==> src/rtl/keypad_senha.sv <==
// keypad_senha: PIN-lock controller fed by the keypad decoder's 5-bit key code.
// Debounces presses, accumulates a BCD PIN, checks it on '#', and times the unlock, error and lockout states.
// Optional macro KEYPAD_SENHA_PROGRAM_EN: pressing 'A' while unlocked enters PROGRAM to store a new PIN.
module keypad_senha #(
  parameter int                   DIGITS        = 4,
  parameter logic [DIGITS*4-1:0]  DEFAULT_PWD   = 16'h1234,
  parameter int                   STABLE_CYCLES = 500000,
  parameter int                   OPEN_CYCLES   = 150000000,
  parameter int                   ERR_CYCLES    = 50000000,
  parameter int                   MAX_FAILS     = 3,
  parameter int                   LOCK_CYCLES   = 500000000
) (
  input  logic                clk,
  input  logic                rst,
  input  logic [4:0]          key,
  output logic [DIGITS*4-1:0] entry,
  output logic [3:0]          digit_count,
  output logic                unlocked,
  output logic                error,
  output logic                locked_out,
  output logic                press
);

  localparam int         EW     = DIGITS * 4;
  localparam logic [4:0] T_ASTE = 5'd14;
  localparam logic [4:0] T_HASH = 5'd15;
  localparam logic [4:0] T_NULL = 5'd16;
`ifdef KEYPAD_SENHA_PROGRAM_EN
  localparam logic [4:0] T_A    = 5'd10;
`endif
  localparam logic [7:0] FAIL_LAST = 8'(MAX_FAILS - 1);

  typedef enum logic [2:0] {
    S_ENTRY,
    S_CHECK,
    S_OPEN,
    S_ERROR,
`ifdef KEYPAD_SENHA_PROGRAM_EN
    S_PROGRAM,
`endif
    S_LOCKOUT
  } state_t;

  state_t          state, state_nxt;
  logic [4:0]      key_n, key_prev, code;
  logic [31:0]     stab_cnt;
  logic            armed, stable;
  logic [31:0]     timer;
  logic            timer_done;
  logic [7:0]      fail_cnt;
  logic [EW-1:0]   pwd;
  logic            is_digit, full, match, accepting;

  // Out-of-range codes 17..31 look exactly like "no key".
  assign key_n      = (key > T_NULL) ? T_NULL : key;
  assign stable     = (stab_cnt == 32'(STABLE_CYCLES));
  assign is_digit   = (code <= 5'd9);
  assign full       = (digit_count == 4'(DIGITS));
  assign match      = full && (entry == pwd);
  assign timer_done = (timer == 32'd0);

`ifdef KEYPAD_SENHA_PROGRAM_EN
  assign accepting = (state == S_ENTRY) || (state == S_PROGRAM);
`else
  assign accepting = (state == S_ENTRY);
  assign pwd       = DEFAULT_PWD;
`endif

  // Debouncer: one press per stable non-null code, rearmed only by a stable release.
  always_ff @(posedge clk or posedge rst) begin
    if (rst) begin
      key_prev <= T_NULL;
      stab_cnt <= 32'd0;
      armed    <= 1'b0;
      press    <= 1'b0;
      code     <= T_NULL;
    end else begin
      key_prev <= key_n;
      press    <= 1'b0;
      if (key_n != key_prev)
        stab_cnt <= 32'd0;
      else if (!stable)
        stab_cnt <= stab_cnt + 32'd1;
      if (armed && stable && key_prev != T_NULL) begin
        press <= 1'b1;
        code  <= key_prev;
        armed <= 1'b0;
      end else if (!armed && stable && key_prev == T_NULL) begin
        armed <= 1'b1;
      end
    end
  end

  // FSM state register.
  always_ff @(posedge clk or posedge rst) begin
    if (rst) state <= S_ENTRY;
    else     state <= state_nxt;
  end

  // FSM next-state logic; key events come from the registered press pulse.
  always_comb begin
    state_nxt = state;
    case (state)
      S_ENTRY: begin
        if (press && code == T_HASH) state_nxt = S_CHECK;
      end
      S_CHECK: begin
        if (match)                      state_nxt = S_OPEN;
        else if (fail_cnt >= FAIL_LAST) state_nxt = S_LOCKOUT;
        else                            state_nxt = S_ERROR;
      end
      S_OPEN: begin
        if (press && code == T_ASTE) state_nxt = S_ENTRY;
`ifdef KEYPAD_SENHA_PROGRAM_EN
        else if (press && code == T_A) state_nxt = S_PROGRAM;
`endif
        else if (timer_done) state_nxt = S_ENTRY;
      end
      S_ERROR, S_LOCKOUT: begin
        if (timer_done) state_nxt = S_ENTRY;
      end
`ifdef KEYPAD_SENHA_PROGRAM_EN
      S_PROGRAM: begin
        if (press && code == T_HASH) state_nxt = full ? S_ENTRY : S_ERROR;
      end
`endif
      default: state_nxt = S_ENTRY;
    endcase
  end

  // FSM outputs decoded from the current state.
  always_comb begin
    unlocked   = 1'b0;
    error      = 1'b0;
    locked_out = 1'b0;
    case (state)
      S_OPEN:    unlocked   = 1'b1;
`ifdef KEYPAD_SENHA_PROGRAM_EN
      S_PROGRAM: unlocked   = 1'b1;
`endif
      S_ERROR:   error      = 1'b1;
      S_LOCKOUT: locked_out = 1'b1;
      default:   unlocked   = 1'b0;
    endcase
  end

  // Digit accumulator: shift in BCD digits, clear on '*' and whenever a PIN has been consumed.
  always_ff @(posedge clk or posedge rst) begin
    if (rst) begin
      entry       <= '0;
      digit_count <= 4'd0;
    end else if (state == S_CHECK) begin
      entry       <= '0;
      digit_count <= 4'd0;
    end else if (accepting && press) begin
      if (is_digit && !full) begin
        entry       <= EW'({entry, code[3:0]});
        digit_count <= digit_count + 4'd1;
      end else if (code == T_ASTE) begin
        entry       <= '0;
        digit_count <= 4'd0;
      end
`ifdef KEYPAD_SENHA_PROGRAM_EN
      else if (state == S_PROGRAM && code == T_HASH) begin
        entry       <= '0;
        digit_count <= 4'd0;
      end
`endif
    end
  end

  // Consecutive-failure counter: cleared by a good PIN or by serving a lockout.
  always_ff @(posedge clk or posedge rst) begin
    if (rst)
      fail_cnt <= 8'd0;
    else if (state == S_CHECK)
      fail_cnt <= match ? 8'd0 : fail_cnt + 8'd1;
    else if (state == S_LOCKOUT && state_nxt == S_ENTRY)
      fail_cnt <= 8'd0;
  end

  // State timer: loaded with N-1 on entry so the timed state lasts exactly N cycles; frozen in PROGRAM.
  always_ff @(posedge clk or posedge rst) begin
    if (rst) begin
      timer <= 32'd0;
    end else if (state_nxt != state) begin
      case (state_nxt)
        S_OPEN:    timer <= 32'(OPEN_CYCLES - 1);
        S_ERROR:   timer <= 32'(ERR_CYCLES - 1);
        S_LOCKOUT: timer <= 32'(LOCK_CYCLES - 1);
        default:   timer <= timer;
      endcase
    end else if ((state == S_OPEN || state == S_ERROR || state == S_LOCKOUT) && !timer_done) begin
      timer <= timer - 32'd1;
    end
  end

`ifdef KEYPAD_SENHA_PROGRAM_EN
  // Stored PIN: replaced only by a complete entry confirmed with '#' in PROGRAM.
  always_ff @(posedge clk or posedge rst) begin
    if (rst)
      pwd <= DEFAULT_PWD;
    else if (state == S_PROGRAM && press && code == T_HASH && full)
      pwd <= entry;
  end
`endif

endmodule
==> config.mk <==
export PLATFORM = sky130hd
export DESIGN_NAME = keypad_senha
export DESIGN_NICKNAME = d
export VERILOG_FILES = /design/src/rtl/keypad_senha.sv
export SDC_FILE = /design/constraint.sdc
export NUM_CORES = 1
export LEC_CHECK = 0
export BUFFER_PORTS_ARGS = -buffer_cell sky130_fd_sc_hd__buf_2
export CORE_MARGIN = 2
export CORE_UTILIZATION = 60
export DETAILED_ROUTE_END_ITERATION = 8
export HOLD_SLACK_MARGIN = 0.02
export PLACE_DENSITY_LB_ADDON = 0.25
export SLEW_MARGIN = 30
export SYNTH_ARGS = -nofsm -noshare
export SYNTH_HDL_FRONTEND = slang
export SYNTH_SLANG_ARGS = --single-unit
==> constraint.sdc <==
create_clock -name clk -period 8.9 [get_ports clk]
set_clock_uncertainty 0.05 [all_clocks]
set_input_delay 0.89 -clock clk [delete_from_list [all_inputs] [get_ports clk]]
set_output_delay 0.89 -clock clk [all_outputs]
set_load 0.05 [all_outputs]
After elaboration in Yosys (flattened, before gate mapping)
Index checks and enable logic that the tools add are counted.
{"block": "op_classes", "n_addsub": 4, "mul": 0, "div": 0, "n_lt_le_gt_ge": 3, "n_eq_ne": 18, "shift": 0, "muxes": 29, "n_bitwise": 0, "reduce_logical": 27}
{"operator": "32-bit 2-to-1 mux", "count": 4}
{"operator": "32-bit one-hot mux with 3 select lines", "count": 1}
{"operator": "16-bit 2-to-1 mux", "count": 4}
{"operator": "32-bit by 1-bit adder with 32-bit output (second input constant)", "count": 1}
{"operator": "32-bit by 19-bit == test with 1-bit output (second input constant)", "count": 1}
{"operator": "32-bit zero test", "count": 1}
{"operator": "32-bit by 1-bit subtractor with 32-bit output (second input constant)", "count": 1}
{"operator": "8-bit 2-to-1 mux", "count": 3}
{"operator": "16-bit by 13-bit == test with 1-bit output (second input constant)", "count": 1}
{"operator": "4-bit 2-to-1 mux", "count": 4}
{"operator": "3-bit 2-to-1 mux", "count": 5}
{"operator": "3-bit by 2-bit == test with 1-bit output (second input constant)", "count": 4}
{"operator": "3-bit one-hot mux with 4 select lines", "count": 1}
{"operator": "1-bit logical AND", "count": 11}
{"operator": "5-bit by 4-bit == test with 1-bit output (second input constant)", "count": 2}
{"operator": "8-bit by 1-bit adder with 8-bit output (second input constant)", "count": 1}
{"operator": "8-bit by 2-bit >= comparator with 1-bit output (second input constant)", "count": 1}
{"operator": "2-bit nonzero test", "count": 4}
{"operator": "3-bit == test (second input constant)", "count": 2}
{"operator": "3-bit zero test", "count": 2}
{"operator": "1-bit 2-to-1 mux", "count": 6}
{"operator": "5-bit == test (second input constant)", "count": 1}
{"operator": "5-bit > comparator (second input constant)", "count": 1}
{"operator": "5-bit by 4-bit <= comparator with 1-bit output (second input constant)", "count": 1}
{"operator": "other kinds (14)", "count": 18}
{"block": "word_totals", "ff_bits": 107, "latch_bits": 0, "ramBits": 0, "mem_bits_ro": 0, "in_bits": 7, "word_cells": 91, "mem_count": 0}

Longest topological paths before layout
Gate-level depths: netlist of run 1.
{"block": "logic_depth", "depth_word": 8, "ltp_mapped": 12, "depth_no_buf": 9}

Worst setup path after synthesis of run 1
Ideal clock, no wire load.
{"block": "synth_path", "path_kind": "register -> register", "start": "register timer[21]", "end": "register timer[30]", "setup_ns": 0.126, "t_arrival_ns": 2.720, "required_ns": 8.724, "slack_ns": 6.004, "path_stages_with_launch": 10, "cell_sequence": "dfrtp_1 > or4_4 > or4_4 > or4_1 > buf_2 > nand3_2 > and3_1 > buf_6 > nor2_2 > a221o_1"}
{"block": "synth_between", "elab_chain_cells": 7, "elab_cells_between_ends": 16, "cone_classes": "1 x add/sub; 5 x eq/ne; 5 x mux; 5 x reduce/logical"}
{"element": "start, declared", "line": "48", "source": "logic [31:0] timer;"}
{"element": "start signal, assigned", "line": "188", "source": "S_OPEN: timer <= 32'(OPEN_CYCLES - 1);"}
{"element": "start signal, assigned", "line": "189", "source": "S_ERROR: timer <= 32'(ERR_CYCLES - 1);"}
{"element": "start signal, assigned", "line": "190", "source": "S_LOCKOUT: timer <= 32'(LOCK_CYCLES - 1);"}
{"element": "32-bit zero test", "line": "60", "source": "assign timer_done = (timer == 32'd0);"}
{"element": "3-bit 2-to-1 mux", "line": "117, 120"}
{"element": "3-bit 2-to-1 mux", "line": "113", "source": "if (press && code == T_ASTE) state_nxt = S_ENTRY;"}
{"element": "3-bit one-hot mux with 4 select lines", "line": "103", "source": "case (state)"}
{"element": "3-bit != test (tied with other cells)", "line": "186", "source": "end else if (state_nxt != state) begin"}
{"element": "4-bit by 1-bit != test with 1-bit output (no line) / 2-bit nonzero test (equally long branches)"}
{"element": "2-bit AND reduction (no line)"}
Several ways; a longest one is shown, not always the timed one. The select of a mux whose other input is x is not followed.
A chain may end at the register's enable or synchronous reset.

Final worst setup path of run 1
Same ends and word-level chain as after synthesis.

==> impl_metrics.env, run 1 <==
export IMPL_final_layout_size_suffix_gt1_frac=0.113
export IMPL_routedWlPerCell_um=17.3
export IMPL_most_frequent_standard_cell_in_the_layout_excluding_fill_and_tap_cells="sky130_fd_sc_hd__dfrtp_1"
export IMPL_report_power_total_w=0.000809
export IMPL_tightestPinTransition_ns=1.01
export IMPL_outcome="completed"
export IMPL_wl_mm=12.4
export IMPL_cp_max_fo=19
export IMPL_initial_core_util=0.624
export IMPL_dpl_hpwl_mm=8.90
export IMPL_design_die_area_mm2=0.00994
export IMPL_net_switching_share_of_the_total_power=0.246
export IMPL_max_vdd_ir_drop_mv=0.0846
export IMPL_ctsRootBufferMaster="sky130_fd_sc_hd__clkbuf_8"
export IMPL_placeableCoreArea_mm2=0.00881
export IMPL_synth_flop_cell="sky130_fd_sc_hd__dfrtp_1"
export IMPL_layout_nets=620
export IMPL_number_of_buffers_added_by_the_clock_tree_synthesis_step=9
export IMPL_worstPathArrival_ns=3.74
export IMPL_grt_usage=0.267
export IMPL_portBuffers=30
export IMPL_fmax_mhz=284
export IMPL_timing_worst_setup_path_type="register to register"
export IMPL_leakagePower_nw=2.77
export IMPL_synthesis_area_per_instance_um2=9.54
export IMPL_grt_antenna_before_repair=0
export IMPL_drtIter0Drc=317
export IMPL_drt_drc_violations_left=0
export IMPL_mostFrequentLayoutCells="105 x sky130_fd_sc_hd__dfrtp_1, 57 x sky130_fd_sc_hd__nor2_1, 45 x sky130_fd_sc_hd__nand2_1, 35 x sky130_fd_sc_hd__o21ai_0, 32 x sky130_fd_sc_hd__nand3_1"
export IMPL_detail_route_antenna_nets=0
export IMPL_dr_total_vias=4610
export IMPL_slew_violations=0
export IMPL_tritoncts_clock_tree="done"
export IMPL_worstSetupStartpointType="register"
export IMPL_totalNegativeSetupSlack_ns=0
export IMPL_clock_period_minus_final_worst_setup_slack_ns=3.52
export IMPL_yosysWarningCount=0
export IMPL_synth_edff_count=0
export IMPL_postSynthRegisterBits=107
export IMPL_io_pins=31
export IMPL_clock_insertion_delay_worst_skew_ns=0.38
export IMPL_h_tree_depth=3
export IMPL_layout_worst_path_cycle_share=0.395
export IMPL_grt_first_pass_wirelength_mm=21.3
export IMPL_drv_cap=0
export IMPL_comb_power_share=0.024
export IMPL_vias_per_cell=6.41
export IMPL_relSlewSlack=0.317
export IMPL_power_clock_fraction=0.372
export IMPL_gr_total_overflow=0
export IMPL_power_internal_w=0.000610
export IMPL_n_fill_cell=711
export IMPL_antenna_diode_count=0
export IMPL_final_hold_viols=0
export IMPL_postSynthCellCount=576
export IMPL_synth_seq_area_share=0.488
export IMPL_synth_nets=590
export IMPL_seqPwrFrac=0.604
export IMPL_ys_types=63
export IMPL_post_cts_hold_buffer_count=0
export IMPL_grt_setup_unrepaired="no"
export IMPL_grt_start_max_net_pins=82
export IMPL_finalSetupViolCount=0
export IMPL_path_type_of_the_worst_min_delay_path="input port to asynchronous set/reset pin"
export IMPL_post_cts_resized=0
export IMPL_dieWidth_um=99.7
export IMPL_crit_required_ns=9.12
export IMPL_rows=34
export IMPL_post_cts_repair_setup_buffers=0
export IMPL_die_height_um=99.7
export IMPL_total_standard_cell_area_after_synthesis_mm2=0.00550
export IMPL_first_pass_iters=7
export IMPL_pwr_density_cell_mw_per_mm2=136
export IMPL_place_congestion=0.978
export IMPL_clkSlewWorstSetupHoldPaths_ns=0.11
export IMPL_critPathCaptureType="register"
export IMPL_asyncSetResetFlopFracSynth=1.00
export IMPL_numClockSinks=107
export IMPL_cts_root_to_sink_buffers=2
export IMPL_netSwitchingPower_w=0.000199
export IMPL_syn_to_final_growth_pct=8.38
export IMPL_first_global_vias=4566
[power groups by stage]
stage	combinational [W]	clock (W)	sequential [W]
after floorplan	0.0000136	0	0.000498
final	0.0000192	0.000301	0.000489
after global placement	0.0000193	0	0.000498
after detailed placement	0.0000200	0	0.000498
after CTS	0.0000200	0.000309	0.000489
after global routing	0.0000226	0.000325	0.000489
[synth_stat cells, types with 2 or more instances]
master                       n  area, µm²
sky130_fd_sc_hd__dfrtp_1   105       2630
sky130_fd_sc_hd__nor2_1     58        218
sky130_fd_sc_hd__nand2_1    45        169
sky130_fd_sc_hd__o21ai_0    36        180
sky130_fd_sc_hd__nand3_1    32        160
sky130_fd_sc_hd__inv_1      24       90.1
sky130_fd_sc_hd__nor3_1     21        105
sky130_fd_sc_hd__a21oi_1    20        100
sky130_fd_sc_hd__a22o_1     20        175
sky130_fd_sc_hd__xor2_1     17        149
sky130_fd_sc_hd__and3_1     15       93.8
sky130_fd_sc_hd__nand4_1    14       87.6
sky130_fd_sc_hd__xnor2_1    14        123
sky130_fd_sc_hd__clkbuf_1   12       45.0
sky130_fd_sc_hd__nor4_1     12       75.1
sky130_fd_sc_hd__or3_1      11       68.8
sky130_fd_sc_hd__nand2b_1    8       50.1
sky130_fd_sc_hd__nor2b_1     8       50.1
sky130_fd_sc_hd__nor4b_1     8       70.1
sky130_fd_sc_hd__or4_1       8       60.1
sky130_fd_sc_hd__ha_1        7       87.6
sky130_fd_sc_hd__o211ai_1    6       45.0
sky130_fd_sc_hd__o21a_1      5       37.5
sky130_fd_sc_hd__a31oi_1     4       25.0
sky130_fd_sc_hd__o21ai_1     4       20.0
sky130_fd_sc_hd__a32o_1      3       30.0
sky130_fd_sc_hd__mux2_2      3       33.8
sky130_fd_sc_hd__mux2i_1     3       30.0
sky130_fd_sc_hd__nor3b_1     3       22.5
sky130_fd_sc_hd__o311ai_0    3       26.3
sky130_fd_sc_hd__a211o_1     2       17.5
sky130_fd_sc_hd__a21boi_0    2       15.0
sky130_fd_sc_hd__a41oi_1     2       17.5
sky130_fd_sc_hd__and2_1      2       12.5
sky130_fd_sc_hd__and4_1      2       17.5
sky130_fd_sc_hd__buf_6       2       22.5
sky130_fd_sc_hd__dfstp_2     2       52.6
sky130_fd_sc_hd__nand3b_1    2       15.0
sky130_fd_sc_hd__nand4b_1    2       17.5
sky130_fd_sc_hd__o211a_1     2       20.0
sky130_fd_sc_hd__o311a_1     2       20.0
sky130_fd_sc_hd__o31ai_1     2       15.0
sky130_fd_sc_hd__or2_2       2       12.5
sky130_fd_sc_hd__or4_4       2       22.5
[final cells by class]
type	instances	area, µm²	share of cell area
flip-flops and latches	107	2680	0.450
multi-input cells	430	2660	0.447
repair buffers	34	184	0.0309
clock buffers	10	138	0.0231
well taps	108	135	0.0227
inverters	24	92.6	0.0155
clock inverters	6	65.1	0.0109
[state kept, by name, indices dropped and copies added (netlist names)]
signal,count
code,5
fail_cnt,8
press,1
digit_count,4
entry,16
armed,1
key_prev,5
state,3
timer,32
stab_cnt,32
[critical path, cell delays in order (launching register included)]
cell,delay [ns]
sky130_fd_sc_hd__dfrtp_1,0.44
sky130_fd_sc_hd__or4_4,0.57
sky130_fd_sc_hd__or4_4,0.46
sky130_fd_sc_hd__or4_1,0.61
sky130_fd_sc_hd__nand3_2,0.14
sky130_fd_sc_hd__and3_1,0.62
sky130_fd_sc_hd__nor2_2,0.13
sky130_fd_sc_hd__a221o_1,0.38
[cell families after synthesis]
family,Yosys count,share of synthesized area
xor gates and xnor gates,31,0.0494
adders and majority gates,7,0.0159
muxes,6,0.0116
AOI/OAI and AO/OA,122,0.149
and+or+nand+nor,264,0.257
DFF,107,0.488
buffers and inverters,39,0.0296
[path summary, 6_finish.rpt]
path	from	end	slack, ns	depth (start not counted)
hold / removal	rst	stab_cnt[1]	0.41	2
setup reg to reg	timer[21]	timer[30]	5.38	7
max in group asynchronous	rst	timer[7]	7.35	3
min in group clk	fail_cnt[7]	fail_cnt[7]	0.44	1
setup / recovery	timer[21]	timer[30]	5.38	7
hold reg to reg	fail_cnt[7]	fail_cnt[7]	0.44	1
[per-layer routing]
metal / share of wire / GRT usage / vias to the layer above
met5: 0 / 0 / -
met4: 0.012 / 0.0948 / 0
met3: 0.050 / 0.0471 / 14
met2: 0.51 / 0.454 / 145
met1: 0.43 / 0.345 / 2282
li1: - / - / 2169
[through the flow]
stage          setup WS (ns)  std cells  utilization  hold slack (ns)  cell area, µm²
6_report                5.38        719        0.676            0.412            5960
5_1_grt                 5.11        719        0.676            0.419            5960
4_1_cts                 5.42        719        0.676            0.415            5950
3_5_place_dp            5.45        703        0.653            0.416            5750
3_3_place_gp            5.54        703        0.652            0.405            5740
2_1_floorplan           5.15        576            -            0.388            5500
Power figures use the tool's default switching activity.
==> inputs of run 2 (changes only) <==
ABC_AREA = 1   (was unset)
CORE_UTILIZATION = 56   (was 60)
clock period = 3.23 ns   (was 8.9 ns; I/O delays follow)
==> run 2 against run 1 <==
- hold slack lost 0.37 ns
- first-iteration DRC count grew 56%
- clock power grew to 3.9 times the previous value
- critical endpoint is now timer[8]
- largest power group unchanged
==> impl_metrics.env, run 2 <==
export IMPL_max_vdd_ir_drop_mv=0.413
export IMPL_power_internal_w=0.00198
export IMPL_dpl_hpwl_mm=9.97
export IMPL_final_layout_size_suffix_gt1_frac=0.121
export IMPL_power_clock_fraction=0.454
export IMPL_syn_to_final_growth_pct=8.97
export IMPL_postSynthRegisterBits=107
export IMPL_number_of_buffers_added_by_the_clock_tree_synthesis_step=9
export IMPL_dieWidth_um=110
export IMPL_place_congestion=0.908
export IMPL_total_standard_cell_area_after_synthesis_mm2=0.00634
export IMPL_net_switching_share_of_the_total_power=0.234
export IMPL_setup_worst_path_end="timer[8]"
export IMPL_relSlewSlack=0.574
export IMPL_worst_setup_sp="digit_count[0]"
export IMPL_worstPathArrival_ns=3.00
export IMPL_reg2reg_setup_slack_ns=0.48
export IMPL_yosysTopAreaCellShare=0.414
export IMPL_detail_route_antenna_nets=0
export IMPL_drt_drc_violations_left=0
export IMPL_antenna_diode_count=0
export IMPL_synthesis_area_per_instance_um2=7.45
export IMPL_h_tree_depth=3
export IMPL_initial_core_util=0.580
export IMPL_clock_insertion_delay_worst_skew_ns=0.37
export IMPL_postSynthCellCount=852
export IMPL_layout_nets=894
export IMPL_design_die_area_mm2=0.0122
export IMPL_outcome="completed"
export IMPL_first_global_vias=5393
export IMPL_post_cts_resized=0
export IMPL_grt_antenna_before_repair=0
export IMPL_r2r_worst_path_cells=16
export IMPL_grt_start_max_net_pins=58
export IMPL_first_pass_iters=7
export IMPL_synth_most_common_cell="sky130_fd_sc_hd__nand2_1"
export IMPL_yosysWarningCount=0
export IMPL_numClockSinks=107
export IMPL_totalNegativeSetupSlack_ns=0
export IMPL_drv_cap=0
export IMPL_routedWlPerCell_um=13.7
export IMPL_clock_period_minus_final_worst_setup_slack_ns=2.75
export IMPL_cp_max_fo=32
export IMPL_ctsRootBufferMaster="sky130_fd_sc_hd__clkbuf_16"
export IMPL_leakagePower_nw=3.60
export IMPL_portBuffers=30
export IMPL_synth_nets=866
export IMPL_worstSetupStartpointType="register"
export IMPL_mostFrequentLayoutCells="210 x sky130_fd_sc_hd__nand2_1, 118 x sky130_fd_sc_hd__nor2_1, 105 x sky130_fd_sc_hd__dfrtp_1, 93 x sky130_fd_sc_hd__inv_1, 89 x sky130_fd_sc_hd__nand3_1"
export IMPL_most_frequent_standard_cell_in_the_layout_excluding_fill_and_tap_cells="sky130_fd_sc_hd__nand2_1"
export IMPL_grt_setup_unrepaired="no"
export IMPL_path_type_of_the_worst_min_delay_path="input port to register"
export IMPL_rows=38
export IMPL_util_after_layout=0.632
export IMPL_gr_total_overflow=0
export IMPL_vias_per_cell=5.50
export IMPL_comb_power_share=0.026
export IMPL_pwr_density_cell_mw_per_mm2=375
export IMPL_grt_usage=0.234
export IMPL_netSwitchingPower_w=0.000608
export IMPL_wl_mm=14.0
export IMPL_io_pins=31
export IMPL_dr_total_vias=5641
export IMPL_n_fill_cell=934
export IMPL_post_cts_repair_setup_buffers=0
export IMPL_seqPwrFrac=0.519
export IMPL_synth_largest_area_cell="sky130_fd_sc_hd__dfrtp_1"
export IMPL_reg_largest_list="stab_cnt x32, timer x32, entry x16"
export IMPL_ys_types=45
export IMPL_final_hold_viols=0
export IMPL_die_height_um=110
export IMPL_finalSetupViolCount=0
export IMPL_asyncSetResetFlopFracSynth=1.00
export IMPL_synth_edff_count=0
export IMPL_layout_worst_path_cycle_share=0.850
export IMPL_fmax_mhz=364
export IMPL_crit_required_ns=3.48
export IMPL_drtIter0Drc=494
export IMPL_critPathCaptureType="register"
export IMPL_tritoncts_clock_tree="done"
export IMPL_synth_flop_cell="sky130_fd_sc_hd__dfrtp_1"
export IMPL_regToRegEndpoint="timer[8]"
export IMPL_grt_first_pass_wirelength_mm=24.1
export IMPL_synth_area_top_cells="sky130_fd_sc_hd__dfrtp_1 41%, sky130_fd_sc_hd__nand2_1 12%, sky130_fd_sc_hd__nand3_1 7.0%"
export IMPL_synth_seq_area_share=0.422
export IMPL_synthTopCellsByCount="210 x sky130_fd_sc_hd__nand2_1, 118 x sky130_fd_sc_hd__nor2_1, 105 x sky130_fd_sc_hd__dfrtp_1, 94 x sky130_fd_sc_hd__inv_1, 89 x sky130_fd_sc_hd__nand3_1"
export IMPL_clkSlewWorstSetupHoldPaths_ns=0.08
export IMPL_timing_worst_setup_path_type="register to register"
export IMPL_reg2reg_from="digit_count[0]"
export IMPL_cts_root_to_sink_buffers=2
export IMPL_placeableCoreArea_mm2=0.0109
export IMPL_report_power_total_w=0.00259
export IMPL_tightestPinTransition_ns=0.639
export IMPL_slew_violations=0
## run 2: cell types whose count changed in the layout (fill, tap and decap cells not counted), moves of 9 or more
cell                        delta
sky130_fd_sc_hd__a22o_1       -20
sky130_fd_sc_hd__inv_1        +70
sky130_fd_sc_hd__nand3_1      +57
sky130_fd_sc_hd__and3_1       -15
sky130_fd_sc_hd__nand2_2      +14
sky130_fd_sc_hd__clkbuf_8     -10
sky130_fd_sc_hd__o21ai_0      -14
sky130_fd_sc_hd__clkbuf_16     +9
sky130_fd_sc_hd__or3_1        -11
sky130_fd_sc_hd__o22ai_1      +17
sky130_fd_sc_hd__nor2_2       +11
sky130_fd_sc_hd__nor2_1       +61
sky130_fd_sc_hd__nand2_1     +165
## run 2: kinds of logic (layout without fill, tap and decap cells)
family	Yosys count	in the layout	synth area share
DFF	107	107	0.422
and+or+nand+nor	513	513	0.370
adders and majority gates	7	7	0.0138
AOI/OAI and AO/OA	68	68	0.0613
buffers and inverters	122	155	0.0842
xor gates and xnor gates	35	35	0.0483
## run 2: stage by stage
| stage | cell area (µm²) | worst slack (ns) | hold slack (ns) | instances |
|---|---|---|---|---|
| floorplan | 6340 | 0.0431 | 0.351 | 852 |
| global placement | 6580 | 0.701 | 0.403 | 1008 |
| detailed placement | 6580 | 0.555 | 0.409 | 1008 |
| CTS | 6910 | 0.529 | 0.0359 | 1025 |
| global route | 6910 | 0.303 | 0.0358 | 1025 |
| finish | 6910 | 0.485 | 0.0430 | 1025 |
## run 2: worst min path at each step
stage | from | to | slack [ns] | cells after the start
finish | key[4] | key_prev[4] | 0.04 | 1
global route | key[4] | key_prev[4] | 0.04 | 1
CTS | key[4] | key_prev[4] | 0.04 | 1
detailed placement | rst | key_prev[2] | 0.41 | 2
global placement | rst | key_prev[2] | 0.40 | 2
floorplan | key[4] | key_prev[4] | 0.35 | 1
## run 2: power by group through the flow
stage | Clock (W) | Sequential [W] | Combinational [W]
global route | 0.00125 | 0.00135 | 0.0000817
detailed placement | 0 | 0.00137 | 0.0000696
finish | 0.00118 | 0.00135 | 0.0000685
global placement | 0 | 0.00137 | 0.0000668
floorplan | 0 | 0.00137 | 0.0000461
CTS | 0.00120 | 0.00135 | 0.0000713
## run 2: critical path, cell delays in order (launching register included)
cell,delay [ns]
sky130_fd_sc_hd__dfrtp_1,0.45
sky130_fd_sc_hd__inv_1,0.09
sky130_fd_sc_hd__ha_1,0.15
sky130_fd_sc_hd__nand2_1,0.10
sky130_fd_sc_hd__nor2_2,0.12
sky130_fd_sc_hd__nand3_1,0.11
sky130_fd_sc_hd__nor2_2,0.17
sky130_fd_sc_hd__nor2_1,0.07
sky130_fd_sc_hd__nor2_1,0.17
sky130_fd_sc_hd__nand2_1,0.11
sky130_fd_sc_hd__nand2_2,0.09
sky130_fd_sc_hd__nand2_2,0.19
sky130_fd_sc_hd__nand2_4,0.20
sky130_fd_sc_hd__nand3_4,0.09
sky130_fd_sc_hd__nand2_4,0.34
sky130_fd_sc_hd__nand2_1,0.10
sky130_fd_sc_hd__nand2_1,0.08
## run 2: metal layers
layer | share of wire | wire (µm) | GRT usage
met5 | 0 | 0 | 0
met4 | 0.011 | 155 | 0.0733
met3 | 0.043 | 609 | 0.0477
met2 | 0.50 | 6970 | 0.384
met1 | 0.45 | 6300 | 0.315
## run 2: timing repair
action	4_1_cts	5_1_grt
endpoints found under the hold margin	4	0
hold buffers	1	0
endpoints found under the setup margin	0	0
## run 2: area by class of cell
cell class	count	area (µm²)	share of cell area
clock buffers	9	225	0.0326
clock inverters	7	98.8	0.0143
inverters	102	387	0.0559
multi-input cells	623	3130	0.453
flip-flops and latches	107	2680	0.388
well taps	140	175	0.0253
repair buffers	37	218	0.0315
